===== src/rtl/adder_5bit_pkg.sv =====
// Shared types for the registered 5-bit ALU adder.
// Operand width, word type and the status-flag bundle.
package adder_5bit_pkg;

  localparam int ADD_W = 5;

  typedef logic [ADD_W-1:0] word_t;

  typedef struct packed {
    logic cf;
    logic sf;
    logic zf;
  } flags_t;

  localparam flags_t FLAGS_RST = '0;

endpackage


===== src/rtl/adder_5bit_unit_fa_cell.sv =====
// One-bit full adder cell.
// Chained by adder_5bit_unit to form the ripple carry path.
module fa_cell (
  input  logic a,
  input  logic b,
  input  logic ci,
  output logic s,
  output logic co
);

  logic p;

  assign p  = a ^ b;
  assign s  = p ^ ci;
  assign co = (a & b) | (ci & p);

endmodule


===== src/rtl/adder_5bit_unit.sv =====
// Registered 5-bit ripple-carry adder with carry/sign/zero flags.
// ADDER_5BIT_PIPE_EN adds a reset input register stage (latency 2).
module adder_5bit_unit
  import adder_5bit_pkg::*;
#(
  parameter int WIDTH = ADD_W
) (
  input  logic             clk,
  input  logic             rst_n,
  input  logic [WIDTH-1:0] a,
  input  logic [WIDTH-1:0] b,
  input  logic             cin,
  output logic [WIDTH-1:0] s,
  output logic             cout,
  output logic             cf,
  output logic             sf,
  output logic             zf
);

  logic [WIDTH-1:0] a_q;
  logic [WIDTH-1:0] b_q;
  logic             cin_q;

`ifdef ADDER_5BIT_PIPE_EN
  always_ff @(posedge clk or negedge rst_n) begin
    if (!rst_n) begin
      a_q   <= '0;
      b_q   <= '0;
      cin_q <= 1'b0;
    end else begin
      a_q   <= a;
      b_q   <= b;
      cin_q <= cin;
    end
  end
`else
  assign a_q   = a;
  assign b_q   = b;
  assign cin_q = cin;
`endif

  logic [WIDTH:0]   carry;
  logic [WIDTH-1:0] sum;

  assign carry[0] = cin_q;

  for (genvar i = 0; i < WIDTH; i++) begin : g_rca
    fa_cell u_fa (
      .a  (a_q[i]),
      .b  (b_q[i]),
      .ci (carry[i]),
      .s  (sum[i]),
      .co (carry[i+1])
    );
  end

  // Zero flag looks only at the sum; the carry-out is ignored.
  flags_t flags_d;
  flags_t flags_q;

  always_comb begin
    flags_d    = FLAGS_RST;
    flags_d.cf = carry[WIDTH];
    flags_d.sf = sum[WIDTH-1];
    flags_d.zf = (sum == '0);
  end

  always_ff @(posedge clk or negedge rst_n) begin
    if (!rst_n) begin
      s       <= '0;
      cout    <= 1'b0;
      flags_q <= FLAGS_RST;
    end else begin
      s       <= sum;
      cout    <= carry[WIDTH];
      flags_q <= flags_d;
    end
  end

  assign cf = flags_q.cf;
  assign sf = flags_q.sf;
  assign zf = flags_q.zf;

endmodule


===== config.mk =====
export PLATFORM = sky130hd
export DESIGN_NAME = adder_5bit_unit
export DESIGN_NICKNAME = d
export VERILOG_FILES = /design/src/rtl/adder_5bit_pkg.sv /design/src/rtl/adder_5bit_unit_fa_cell.sv /design/src/rtl/adder_5bit_unit.sv
export SDC_FILE = /design/constraint.sdc
export NUM_CORES = 1
export LEC_CHECK = 0
export CAP_MARGIN = 20
export CORE_AREA = 5 5 42 44
export DETAILED_ROUTE_END_ITERATION = 12
export DIE_AREA = 0 0 47 49
export SKIP_LAST_GASP = 1
export SLEW_MARGIN = 30
export SYNTH_ARGS = -nofsm -noshare
export SYNTH_HDL_FRONTEND = slang
export SYNTH_SLANG_ARGS = --single-unit

===== constraint.sdc =====
create_clock -name clk -period 0.8 [get_ports clk]
set_input_delay 0.12 -clock clk [delete_from_list [all_inputs] [get_ports clk]]
set_output_delay 0.12 -clock clk [all_outputs]
set_load 0.05 [all_outputs]

==> flow_summary.json, run 1 <==
{
  "status": "finished, violations left",
  "violations": "negative setup slack",
  "slew_viol_final": 0,
  "drt_wl_total_um": 534,
  "hold_path.class": "input pin to asynchronous set/reset pin",
  "num_rows": 14,
  "cp.depth": 11,
  "drive_gt1_share_pct": 55.1,
  "ys.flop_type": "dfrtp_1",
  "setup_ws_ns": -1.16,
  "worst_pin_slew_ns": 0.286,
  "port_buffers": 21,
  "synth-edff-count": 0,
  "ctsHoldBuffers": 0,
  "drc": 0,
  "place_area_sq_um": 679,
  "p_leak_uw": 0.000326,
  "fmax_mhz": 510,
  "grt_util_met3_pct": 0.369,
  "syn_area_per_cell_sq_um": 13.2,
  "ys_seq_area_share_pct": 50.9,
  "die_h_um": 49,
  "finalSetupTns_ns": -5.45,
  "clock_sink_count": 7,
  "gp_congestion": 0.612,
  "die_w_um": 47,
  "die_area_sq_mm": 0.00230,
  "path_max_fanout": 2,
  "grt_antenna_before_repair": 0,
  "crit_path_cell_trace": "buf_8, inv_6, fa_2, inv_2, fa_2, fa_2, fa_2, inv_2, fa_1, nand2_1, nor4_2",
  "cts_tree": "done",
  "dp_slack_ns": -1.92,
  "ios": 22,
  "cts_made_buffers": 3,
  "grt_overflow_total": 0,
  "critPathRequiredTime_ns": 0.94,
  "ys_top_cells_by_area": "dfrtp_1 (51%), fa_1 (29%), inv_1 (11%), buf_4 (4.4%), nor4_2 (3.6%)",
  "ys_seq_elements": 7,
  "fin_crit_ns": 1.96,
  "post-route-period-util_pct": 245,
  "htreeDepth": 1,
  "yosysTopAreaCell": "dfrtp_1",
  "vias_per_cell": 3.62,
  "grt_pass1_vias": 248,
  "wire_per_inst_um": 8.22,
  "grt_max_degree": 8,
  "synthToLayoutAreaGrowth_pct": 108,
  "grt_pass1_wl_um": 869,
  "synth_nets": 44,
  "max_slew_margin_pct": 80.9,
  "syn_area_sq_um": 344,
  "crit_type": "input pin to flip-flop",
  "synth_common_cells": "inv_1 (10), dfrtp_1 (7), fa_1 (5)",
  "cap_violations": 0,
  "use_met1_pct": 6.70,
  "ir_drop_mv": 0.929,
  "root_buffer": "clkbuf_4",
  "rsz0062_at_grt": "yes",
  "hpwl_um": 530,
  "synth_cell_types": 6,
  "final_nets": 68,
  "synth_most_common_cell": "inv_1",
  "ant_nets": 0,
  "vias": 235,
  "first_iter_violations": 0,
  "met2_usage_pct": 6.56,
  "crit_buf_inv": 4,
  "setup_viol": 15,
  "busiest_layer": "met4",
  "netlist_instances": 26,
  "track_usage_pct": 5.51,
  "initial_core_util_pct": 24.6,
  "cp_common_cell": "fa_2",
  "diodes": 0,
  "clk_pin_slew_worst_paths_ns": 0.05,
  "synthDominantCellAreaShare_pct": 50.9,
  "cp_slowest_stage_delay_ns": 0.41,
  "cp_slowest_cell": "fa_1",
  "powerDensity_mw_per_mm2": 2110,
  "crit_family": "adder cells",
  "core_area_sq_mm": 0.00140,
  "hold_violations": 0,
  "clockBufferDepth": 2,
  "start_kind": "input pin",
  "crit_arrival_ns": 2.10,
  "finalInstanceArea_sq_um": 717,
  "fin_util_pct": 51.2,
  "yosys_warnings": 0,
  "drt_pre_antenna_iters": 1,
  "ys_async_sr_fraction_pct": 100,
  "crit_path_end_kind": "flip-flop"
}
-- per-layer routing --
metal  share of wire (%)  wire length, um  vias up
met3                  15               79        0
li1                    -                -      114
met2                  52              278       16
met4                   0                0        0
met1                  33              176      105
met5                   0                0        -
-- sequential cells by signal, summed over array words and instances (netlist names) --
register  flops
zf            1
sf            1
cf            1
s             4
-- area by class of cell --
cell class / count / area, sq um
Fill cell: 127 / 684
Timing Repair Buffer: 21 / 309
Sequential cell: 7 / 178
Multi-Input combinational cell: 7 / 126
Inverter: 10 / 57.6
Clock buffer: 4 / 26.3
Tap cell: 16 / 20.0
-- logic make-up after synthesis --
| kind of cell | synth area share, % |
|---|---|
| and+or+nand+nor | 4.73 |
| adders and majority gates | 29.1 |
| buffers and inverters | 15.3 |
| DFF | 50.9 |
-- power breakdown --
group	switching, uW	leakage [uW]	internal, uW	total [uW]
combinational	365	0.000230	375	740
sequential	56.0	0.0000818	413	469
clock	113	0.0000150	189	302
-- layout by cell type, fill, tap and decap left out, types with 2 or more instances in the layout --
master / netlist / layout
dlygate4sd2_1: 0 / 2
dfrtp_2: 0 / 2
buf_8: 0 / 2
clkbuf_4: 0 / 3
buf_12: 0 / 9
inv_2: 0 / 2
fa_2: 0 / 4
dfrtp_1: 7 / 5
inv_1: 10 / 5
clkdlybuf4s50_1: 0 / 7
-- final timing paths --
check                       from             end  slack (ns)
setup / recovery            b[0]    zf$_DFF_PN0_       -1.16
min in group clk             cin  s[0]$_DFF_PN0_        0.30
hold / removal             rst_n    zf$_DFF_PN0_        0.12
max in group asynchronous  rst_n    cf$_DFF_PN0_        0.44
-- stage by stage --
step                power (uW)  instances  hold WS (ns)
floorplan                  838         26        -0.176
global placement          1220         61         0.388
detailed placement        1220         61         0.388
CTS                       1540         65         0.120
global route              1590         65         0.140
finish                    1510         65         0.121
-- timing repair --
item / in CTS / in global routing
buffers inserted: 0 / 0
pin swaps: 6 / 6
resized for setup: 20 / 2
setup endpoints to repair: 16 / 15
No activity file was read; power rests on OpenSTA's default activity.
==> run 2: changes to the inputs <==
- GPL_ROUTABILITY_DRIVEN: not set -> 0
- PLACE_DENSITY: not set -> 0.72
==> run 2 against run 1 <==
Against the previous run: clock power about the same; cell count unchanged; largest power group unchanged; the run still ends with negative setup slack left; highest routed layer is now met4; first-iteration DRC count unchanged; routed wire length increased by 19%; utilization decreased by 0.45 points; clock-buffer cell count unchanged; maximum frequency down 0.58%; worst setup slack worse by 0.011 ns; non-clock buffer count is the same.
==> flow_summary.json, run 2 (synthesized netlist as in run 1, its figures left out) <==
{
  "post-route-period-util_pct": 247,
  "vias_per_cell": 3.82,
  "die_h_um": 49,
  "crit_start": "b[0]",
  "final_cell_mix": "buf_12 (9), clkdlybuf4s50_1 (7), inv_1 (5), dfrtp_1 (5), fa_2 (4)",
  "max_slew_margin_pct": 80.5,
  "cap_violations": 0,
  "post_cts_buffers": 0,
  "port_buffers": 21,
  "htreeDepth": 1,
  "hold_path.class": "input pin to asynchronous set/reset pin",
  "synthToLayoutAreaGrowth_pct": 107,
  "clk_pin_slew_worst_paths_ns": 0.05,
  "rsz0062_at_grt": "yes",
  "final_common_cell": "buf_12",
  "num_rows": 14,
  "total_power_uw": 1510,
  "drt_wl_total_um": 635,
  "setup.worst_path.end": "zf$_DFF_PN0_",
  "grt_max_degree": 8,
  "drt_pre_antenna_iters": 1,
  "setup_ws_ns": -1.17,
  "ir_drop_mv": 0.976,
  "die_area_sq_mm": 0.00230,
  "p_leak_uw": 0.000324,
  "ctsHoldBuffers": 0,
  "fin_crit_ns": 1.97,
  "violations": "negative setup slack",
  "final_cells": 65,
  "hpwl_um": 632,
  "largest_reg_flops": 4,
  "top_register": "s",
  "powerDensity_mw_per_mm2": 2120,
  "status": "finished, violations left",
  "root_buffer": "clkbuf_4",
  "grt_antenna_before_repair": 0,
  "die_w_um": 47,
  "slew_viol_final": 0,
  "clockBufferDepth": 2,
  "clock_sink_count": 7,
  "crit_arrival_ns": 2.11,
  "initial_core_util_pct": 24.6,
  "wire_per_inst_um": 9.77,
  "track_usage_pct": 6.87,
  "ios": 22,
  "path_max_fanout": 2,
  "crit_type": "input pin to flip-flop",
  "ant_nets": 0,
  "diodes": 0,
  "setup_viol": 15,
  "cts_tree": "done",
  "crit_path_end_kind": "flip-flop",
  "grt_overflow_total": 0,
  "worst_pin_slew_ns": 0.292,
  "first_iter_violations": 0,
  "vias": 248,
  "grt_pass1_vias": 291,
  "drive_gt1_share_pct": 55.1,
  "hold_violations": 0,
  "grt_pass1_wl_um": 1060,
  "core_area_sq_mm": 0.00140,
  "critPathRequiredTime_ns": 0.93,
  "fmax_mhz": 507,
  "dp_slack_ns": -1.95,
  "finalHoldWorstSlack_ns": 0.127,
  "finalSetupTns_ns": -5.49,
  "drc": 0,
  "dp.cells": 61,
  "final_nets": 68,
  "cts_made_buffers": 3,
  "start_kind": "input pin"
}
[run 2: cell count changes in the layout (fill, tap and decap cells not counted)]
cell,change
inv_6,-1
inv_2,+1
buf_8,-1
inv_4,-1
clkinv_4,+1
buf_6,+1
[run 2: what timing repair did]
action	in CTS	in global routing
gates cloned	0	0
pin swaps	6	6
resized for setup	19	1
setup endpoints to repair	16	15
[run 2: worst max-delay path, cell delays in order]
cell and delay, ns:
buf_6 0.10, clkinv_4 0.04, fa_2 0.19, inv_2 0.04, fa_2 0.33, fa_2 0.35, fa_2 0.34, inv_2 0.06
fa_1 0.42, nand2_1 0.10, nor4_2 0.04
[run 2: power by group]
| part | internal (uW) | leakage (uW) | switching, uW | total (uW) |
|---|---|---|---|---|
| Clock | 189 | 0.0000150 | 113 | 302 |
| Sequential | 413 | 0.0000818 | 57.5 | 471 |
| Combinational | 371 | 0.000228 | 365 | 737 |
| Total | 974 | 0.000324 | 536 | 1510 |
[run 2: final cells by class]
class                   instances  area [sq um]
fillers                       128           691
repair buffers                 21           305
flip-flops and latches          7           178
multi-input cells               7           126
inverters                      10          55.1
clock buffers                   4          26.3
well taps                      16          20.0
[run 2: worst min path at each step]
stage | depth (start not counted) | end | slack [ns] | start
floorplan | 0 | cf$_DFF_PN0_ | -0.18 | rst_n
global placement | 1 | s[0]$_DFF_PN0_ | 0.38 | rst_n
detailed placement | 1 | s[2]$_DFF_PN0_ | 0.39 | rst_n
CTS | 1 | zf$_DFF_PN0_ | 0.13 | rst_n
global route | 1 | s[2]$_DFF_PN0_ | 0.16 | rst_n
finish | 1 | zf$_DFF_PN0_ | 0.13 | rst_n
[run 2: through the flow]
step / utilization [%] / cell area, sq um
floorplan: - / 389
detailed placement: 48.5 / 679
CTS: 50.7 / 711
finish: 50.7 / 711
global route: 50.7 / 711
global placement: 48.5 / 679
[run 2: routing by layer]
layer  part of all wire (%)  up-vias  track usage [%]
li1                       -      114                -
met1                     22      119             3.93
met2                     65       13             13.3
met3                     13        2             2.95
met4                   0.94        0             5.53
met5                      0        -                0
==> run 3: changes to the inputs <==
- SETUP_SLACK_MARGIN: not set -> 0.1
- SLEW_MARGIN: 30 -> 20
==> run 3 against run 2 <==
Against the previous run: the flow still finishes with violations (negative setup slack); global-route usage increased by 0.78 points; worst hold slack got worse by 0.013 ns; critical path depth unchanged; non-clock buffer count unchanged; critical endpoint unchanged.
==> flow_summary.json, run 3 (synthesized netlist as in run 1, its figures left out) <==
{
  "cp_common_cell": "fa_2",
  "grt_antenna_before_repair": 0,
  "fin_crit_ns": 1.99,
  "rsz0062_at_grt": "yes",
  "initial_core_util_pct": 24.6,
  "worst_pin_slew_ns": 0.285,
  "grt_pass1_wl_um": 1150,
  "setup_viol": 15,
  "final_cell_mix": "buf_12 (9), clkdlybuf4s50_1 (7), dfrtp_2 (6)",
  "grt_overflow_total": 0,
  "slew_viol_final": 0,
  "crit_arrival_ns": 2.13,
  "final_common_cell": "buf_12",
  "wire_per_inst_um": 10.2,
  "crit_family": "adder cells",
  "finalHoldWorstSlack_ns": 0.113,
  "final_nets": 68,
  "cts_tree": "done",
  "violations": "negative setup slack",
  "max_slew_margin_pct": 81.0,
  "status": "finished, violations left",
  "die_area_sq_mm": 0.00230,
  "cp_slowest_cell": "fa_1",
  "core_area_sq_mm": 0.00140,
  "drive_gt1_share_pct": 63.3,
  "port_buffers": 21,
  "vias": 248,
  "clock_sink_count": 7,
  "cts_made_buffers": 3,
  "die_h_um": 49,
  "critPathRequiredTime_ns": 0.94,
  "die_w_um": 47,
  "drt_pre_antenna_iters": 2,
  "fmax_mhz": 503,
  "path_max_fanout": 2,
  "hpwl_um": 630,
  "fin_util_pct": 51.5,
  "crit_path_cell_trace": "buf_8, inv_6, fa_2, inv_2, fa_2, fa_2, fa_2, inv_2, fa_1, nand2_1, nor4_2",
  "grt_max_degree": 8,
  "num_rows": 14,
  "ir_drop_mv": 0.820,
  "drc": 0,
  "largest_reg_flops": 4,
  "crit_path_end_kind": "flip-flop",
  "htreeDepth": 1,
  "ant_nets": 0,
  "post-route-period-util_pct": 249,
  "cp_slowest_stage_delay_ns": 0.42,
  "top_register": "s",
  "crit_type": "input pin to flip-flop",
  "hold_path.class": "input pin to asynchronous set/reset pin",
  "diodes": 0,
  "grt_pass1_vias": 281,
  "first_iter_violations": 1,
  "ctsHoldBuffers": 0,
  "drt_wl_total_um": 665,
  "ios": 22,
  "setup_ws_ns": -1.19,
  "clk_pin_slew_worst_paths_ns": 0.05,
  "cap_violations": 0,
  "p_leak_uw": 0.000322,
  "synthToLayoutAreaGrowth_pct": 110,
  "crit_buf_inv": 4,
  "track_usage_pct": 7.65,
  "root_buffer": "clkbuf_4",
  "hold_violations": 0,
  "start_kind": "input pin",
  "vias_per_cell": 3.82,
  "clockBufferDepth": 2,
  "powerDensity_mw_per_mm2": 2140
}
==> run 3: cell types whose count changed in the layout (fill, tap and decap cells not counted) <==
| cell | delta |
|---|---|
| dfrtp_2 | +4 |
| buf_6 | -1 |
| clkinv_4 | -1 |
| inv_2 | -1 |
| buf_8 | +1 |
| inv_6 | +1 |
| inv_4 | +1 |
| dfrtp_1 | -4 |
==> run 3: final timing paths <==
check	startpoint	endpoint	cells past startpoint	slack, ns
worst max-delay path	b[0]	zf$_DFF_PN0_	11	-1.19
worst min-delay path	rst_n	zf$_DFF_PN0_	1	0.11
max in group asynchronous	rst_n	sf$_DFF_PN0_	1	0.45
min in group clk	cin	s[0]$_DFF_PN0_	4	0.27
==> run 3: power breakdown <==
part	leakage (uW)	switching (uW)	internal (uW)	total, uW
clock	0.0000150	130	190	321
sequential	0.0000778	57.7	420	477
combinational	0.000230	370	378	748
==> run 3: layer usage <==
layer  up-vias  track usage (%)  share of wire, %
li1        113                -                 -
met1       119             6.45                23
met2        14             12.4                62
met3         2             3.32                12
met4         0             6.91               2.3
met5         -                0                 0
==> run 3: repair_timing <==
| item | CTS | global route |
|---|---|---|
| pin swaps | 7 | 7 |
| endpoints found under the setup margin | 16 | 16 |
| resized for setup | 20 | 2 |
| buffers inserted | 0 | 0 |
==> run 3: layout make-up <==
cell class	count	area, sq um
clock buffers	4	26.3
fillers	129	679
inverters	10	57.6
flip-flops and latches	7	183
multi-input cells	7	126
well taps	16	20.0
repair buffers	21	309
==> run 3: stage by stage <==
| stage | total power, uW | worst slack [ns] | std cells | setup TNS, ns | cell area [sq um] |
|---|---|---|---|---|---|
| 6_report | 1550 | -1.19 | 65 | -5.61 | 722 |
| 5_1_grt | 1630 | -1.24 | 65 | -6.09 | 722 |
| 4_1_cts | 1570 | -1.31 | 65 | -6.22 | 716 |
| 3_5_place_dp | 1240 | -1.97 | 61 | -9.78 | 684 |
| 3_3_place_gp | 1230 | -1.93 | 61 | -9.63 | 684 |
| 2_1_floorplan | 846 | -1.27 | 26 | -5.06 | 394 |
